[src/rtl/if_stage_pkg.sv]
// Shared processor definitions for the fetch stage: state encoding, NOP word and
// the PC legality helper.
package if_stage_pkg;

   typedef enum logic [1:0] {
      StBoot  = 2'd0,
      StRun   = 2'd1,
      StFault = 2'd2
   } fetch_state_e;

   localparam logic [31:0] NOP_INSTR        = 32'h0000_0013;
   localparam logic [31:0] DEFAULT_RESET_PC = 32'h0000_0000;

   // A PC is fetchable when word-aligned and inside the instruction memory.
   function automatic logic pc_legal(input logic [31:0] pc, input int unsigned words);
      return (pc[1:0] == 2'b00) && (pc < (words << 2));
   endfunction

endpackage

[src/rtl/if_stage.sv]
// Instruction fetch stage: PC register, one-entry output pipeline register with
// valid/ready handshake, redirect handling and a sticky fetch fault.
module if_stage
   import if_stage_pkg::*;
#(
   parameter logic [31:0] RESET_PC   = DEFAULT_RESET_PC,
   parameter int unsigned IMEM_WORDS = 1024
) (
   input  logic        clk,
   input  logic        rst_n,
   output logic [31:0] imem_addr,
   input  logic [31:0] imem_instr,
   input  logic        redirect_valid,
   input  logic [31:0] redirect_pc,
   output logic        out_valid,
   input  logic        out_ready,
   output logic [31:0] out_pc,
   output logic [31:0] out_instr,
   output logic        fetch_fault
);

   fetch_state_e state_q, state_d;
   logic [31:0]  pc_q, pc_d;
   logic         out_valid_q, out_valid_d;
   logic [31:0]  out_pc_q, out_pc_d;
   logic [31:0]  out_instr_q, out_instr_d;
   logic         fault_q, fault_d;
   logic [31:0]  pc_inc;

   assign pc_inc = pc_q + 32'd4;

   always_comb begin
      state_d     = state_q;
      pc_d        = pc_q;
      out_valid_d = out_valid_q;
      out_pc_d    = out_pc_q;
      out_instr_d = out_instr_q;
      fault_d     = fault_q;

      unique case (state_q)
         StBoot: begin
            out_valid_d = 1'b0;
            state_d     = StRun;
         end
         StRun: begin
            // Redirect wins; any transfer seen this cycle has already completed.
            if (redirect_valid) begin
               pc_d        = redirect_pc;
               out_valid_d = 1'b0;
               if (!pc_legal(redirect_pc, IMEM_WORDS)) begin
                  state_d = StFault;
                  fault_d = 1'b1;
               end
            end else if (!out_valid_q || out_ready) begin
               out_instr_d = imem_instr;
               out_pc_d    = pc_q;
               out_valid_d = 1'b1;
               pc_d        = pc_inc;
               if (!pc_legal(pc_inc, IMEM_WORDS)) begin
                  state_d = StFault;
                  fault_d = 1'b1;
               end
            end
         end
         StFault: begin
            out_valid_d = 1'b0;
         end
         default: begin
            state_d     = StFault;
            out_valid_d = 1'b0;
            fault_d     = 1'b1;
         end
      endcase
   end

   always_ff @(posedge clk or negedge rst_n) begin
      if (!rst_n) begin
         state_q     <= StBoot;
         pc_q        <= RESET_PC;
         out_valid_q <= 1'b0;
         out_pc_q    <= 32'h0000_0000;
         out_instr_q <= NOP_INSTR;
         fault_q     <= 1'b0;
      end else begin
         state_q     <= state_d;
         pc_q        <= pc_d;
         out_valid_q <= out_valid_d;
         out_pc_q    <= out_pc_d;
         out_instr_q <= out_instr_d;
         fault_q     <= fault_d;
      end
   end

   assign imem_addr   = pc_q;
   assign out_valid   = out_valid_q;
   assign out_pc      = out_pc_q;
   assign out_instr   = out_instr_q;
   assign fetch_fault = fault_q;

endmodule

[config.mk]
export PLATFORM = sky130hd
export DESIGN_NAME = if_stage
export DESIGN_NICKNAME = d
export VERILOG_FILES = /design/src/rtl/if_stage_pkg.sv /design/src/rtl/if_stage.sv
export SDC_FILE = /design/constraint.sdc
export NUM_CORES = 1
export LEC_CHECK = 0
export CELL_PAD_IN_SITES_DETAIL_PLACEMENT = 0
export CELL_PAD_IN_SITES_GLOBAL_PLACEMENT = 1
export CORE_UTILIZATION = 35
export CTS_CLUSTER_DIAMETER = 30
export CTS_CLUSTER_SIZE = 16
export DETAILED_ROUTE_END_ITERATION = 16
export GPL_TIMING_DRIVEN = 0
export PLACE_DENSITY = 0.88
export SLEW_MARGIN = 20
export SYNTH_ARGS = -nofsm -noshare
export SYNTH_HDL_FRONTEND = slang
export SYNTH_SLANG_ARGS = --single-unit
[constraint.sdc]
create_clock -name clk -period 2.8 [get_ports clk]
set_clock_uncertainty 0.15 [all_clocks]
set_input_delay 0.42 -clock clk [delete_from_list [all_inputs] [get_ports clk]]
set_output_delay 0.42 -clock clk [all_outputs]
set_load 0.01 [all_outputs]
==> metrics.yaml <==
logic_synthesis:
  ys.flop_type: "dfrtp_1"
  syn_inst: 470
  ys_ff_latch: 100
  synth.distinct_cells: 55
  synth-simple-area-share_pct: 17.0
  async_flop_share_pct: 100
  ys_warn_count: 0
  synth_top_family_by_area: "simple AND/OR/NAND/NOR gates"
  muxShareOfSynthArea_pct: 16.3
  synthAdderAreaFrac_pct: 0.251
  synthXorXnorAreaFrac_pct: 0.702
  seq_area_frac_synth_pct: 50.3
  syn_area_per_cell_um2: 10.6
  syn_area_mm2: 0.00499
  synth_compound_area_share_pct: 12.4
  syn_nets: 539
  synth_edf_count: 0
power_and_ir_drop:
  powerDensity_mw_per_mm2: 538
  p_sw_share_pct: 26.5
  p_int_uw: 2890
  p_leak_uw: 0.00307
  clkPwrFrac_pct: 34.7
  ir_worst_vdd_mv: 0.320
  netSwitchingPower_uw: 1040
  seqPwrFrac_pct: 44.2
  combinationalPowerShare_pct: 21.1
outcome:
  outcome: "completed"
clock_network:
  clock_path_buffers: 2
  cts_root_buf: "clkbuf_16"
  cts_sinks: 100
  cts_max_level: 3
  cts_tree: "yes"
  cts_buffers: 9
  clk_latency_ns: 0.36
  clkTransAtPathRegs_ns: 0.07
routing:
  wl_per_cell_um: 17.7
  vias_per_cell: 5.31
  antenna_left: 0
  routed-wl-met2_mm: 7.24
  drc_errors: 0
  routed.top_layer: "met4"
  dr.pass1.iters: 5
  dr_wl_met3_mm: 1.10
  drt_iter0_drc: 318
  drt_wl_total_mm: 14.8
  m1WireLength_mm: 6.10
  vias: 4433
placed_design:
  dp_hpwl_mm: 11.2
  gp_congestion: 0.931
  port_buffers: 165
  dp.cells: 816
worst_hold_path:
  min_path_cells: 2
  hold_start: "out_pc[21]"
  hold_path.class: "flip-flop to flip-flop"
  hold_path_end: "out_pc[21]"
worst_setup_path:
  rrSetupSlack_ns: 0.15
  crit_arrival_ns: 2.71
  cp.buffers_inverters: 1
  cp_max_fo: 8
  critPathKind: "flip-flop to flip-flop"
  rr_worst_depth: 9
  path_delay_family: "simple AND/OR/NAND/NOR gates"
  end_kind: "flip-flop"
  critPathMaxStageDelay_ns: 0.42
  r2r-end: "fetch_fault"
  crit_chain: "ha_2 > nand2_1 > or2_1 > buf_6 > nor3_1 > and3_1 > o21ai_1 > nor4_4 > a41oi_1"
  timing.rr.start: "imem_addr[2]"
  start_kind: "flip-flop"
  crit_slowest_cell: "dfrtp_2"
  worstPathRequired_ns: 2.86
floorplan:
  core_mm2: 0.0139
  initial_utilization_pct: 35.9
  row_count: 43
  die_h_um: 121
  ios: 166
  die_w_um: 121
  fp.dieArea_mm2: 0.0147
final_layout:
  fillCellCount: 1243
  antennaDiodeCount: 0
  fin_nets: 719
  finalNonFillerCells: 835
  area_growth_syn_to_layout_pct: 46.5
  fin_util_pct: 52.6
  drive_gt1_share_pct: 18.3
sta:
  slew_viol_final: 0
  tightest_slew_ns: 0.689
  fin_crit_ns: 2.65
  setup_violations: 0
  hold_viol: 0
  rsz0062_at_grt: "false"
  relSlewSlack_pct: 53.8
  clock.fmax_ghz: 0.378
  timing.final.crit_share_pct: 94.5
global_routing:
  grt_max_degree: 66
  antenna_found_initial: 0
  grtUsageTotal_pct: 20.8
  gr-total-overflow: 0
  grt_pass1_wl_mm: 23.3
  first_global_vias: 4445
flow_run:
  max_cap_violations: 0
## worst register-to-register path, stage by stage (launching register included)
cell	delay, ns
dfrtp_2	0.42
ha_2	0.22
nand2_1	0.13
or2_1	0.27
buf_6	0.15
nor3_1	0.35
and3_1	0.22
o21ai_1	0.11
nor4_4	0.32
a41oi_1	0.16
## how the worst max path moves through the flow
stage                   start            end  slack (ns)  cells past startpoint
6_report         imem_addr[2]    fetch_fault        0.15                      9
5_1_grt         imem_addr[16]    fetch_fault        0.01                      9
4_1_cts          imem_addr[3]    fetch_fault        0.09                      9
3_5_place_dp   redirect_valid  imem_addr[28]       -0.27                      8
3_3_place_gp            rst_n     out_pc[24]       -2.58                      1
2_1_floorplan    imem_addr[2]    fetch_fault        0.30                      9
## flip-flops by register name, summed over array words and instances (netlist names)
signal	cells
fetch_fault	1
imem_addr	32
out_instr	32
out_pc	32
out_valid	1
state_q	2
## cells in the final DEF (no fill, tap or decap), drive strengths merged, types with 5 or more instances in the layout
| cell type | instances |
|---|---|
| a21oi | 28 |
| and2 | 5 |
| and3 | 8 |
| buf | 17 |
| clkbuf | 29 |
| clkdlybuf4s50 | 164 |
| dfrtp | 97 |
| inv | 6 |
| mux2 | 64 |
| mux2i | 9 |
| nand2 | 31 |
| nand3 | 19 |
| nand4 | 10 |
| nor2 | 38 |
| nor3 | 10 |
| nor4 | 14 |
| o21ai | 36 |
| o22ai | 12 |
## per-stage QoR
stage / TNS (ns) / power, uW / worst slack, ns / area [um^2] / hold WS, ns
finish: 0 / 3930 / 0.153 / 7310 / 0.337
global placement: -257.12 / 2540 / -2.58 / 6860 / 0.317
detailed placement: -3.90 / 2570 / -0.274 / 6890 / 0.191
floorplan: 0 / 2040 / 0.296 / 4990 / -0.0256
CTS: 0 / 3940 / 0.0880 / 7250 / 0.345
global route: 0 / 4100 / 0.0132 / 7310 / 0.371
## area by class of cell
| type | count | area [um^2] | area share, % |
|---|---|---|---|
| clock buffers | 9 | 225 | 3.08 |
| plain buffers | 28 | 126 | 1.73 |
| multi-input cells | 332 | 2360 | 32.3 |
| repair buffers | 174 | 1740 | 23.9 |
| flip-flops and latches | 100 | 2510 | 34.4 |
| inverters | 5 | 18.8 | 0.257 |
| well taps | 180 | 225 | 3.08 |
| clock inverters | 7 | 98.8 | 1.35 |
## cell usage after synthesis (all sizes together), types with 2 or more instances
master / count / share of area, %
a21o: 2 / 0.30
a21oi: 28 / 2.8
a22oi: 4 / 0.60
a31o: 3 / 0.53
a31oi: 3 / 0.38
a41oi: 2 / 0.35
and2: 5 / 0.63
and3: 8 / 1.0
and4: 2 / 0.35
buf: 10 / 1.1
clkbuf: 23 / 1.7
dfrtp: 97 / 49
dfstp: 3 / 1.6
inv: 4 / 0.30
mux2: 64 / 14
mux2i: 9 / 1.8
nand2: 31 / 2.3
nand2b: 2 / 0.25
nand3: 19 / 2.2
nand4: 10 / 1.6
nor2: 38 / 2.9
nor3: 10 / 1.3
nor3b: 2 / 0.30
nor4: 14 / 2.8
nor4b: 2 / 0.35
o2111ai: 2 / 0.35
o21a: 3 / 0.45
o21ai: 36 / 3.6
o22ai: 12 / 1.5
o31ai: 2 / 0.30
or2: 4 / 0.55
xnor2: 3 / 0.53
## power groups by stage
stage	sequential, uW	combinational, uW	clock (uW)
final	1740	829	1360
after global routing	1760	891	1450
after CTS	1730	816	1390
after detailed placement	1760	809	0
after global placement	1750	789	0
after floorplan	1800	237	0
## logic make-up (layout without fill, tap and decap cells)
group / count (synthesis) / count (layout)
mux: 73 / 73
compound gates: 104 / 104
xor+xnor: 4 / 4
fa+ha+maj: 1 / 1
buf+inv: 38 / 223
simple gates: 150 / 150
flops: 100 / 100
## per-layer routing
layer  global-route usage, %  vias to the layer above
met2                    34.4                      165
li1                        -                     2078
met4                    7.79                        0
met1                    25.4                     2159
met3                    6.39                       31
met5                       0                        -
## repair_timing
action	in CTS	in global routing
hold buffers	1	0
buffers inserted	2	5
setup endpoints to repair	2	17
cloned	0	0
hold endpoints to repair	35	0
pin swaps	1	5
resized for setup	2	12
(Power assumes the default switching activity.)
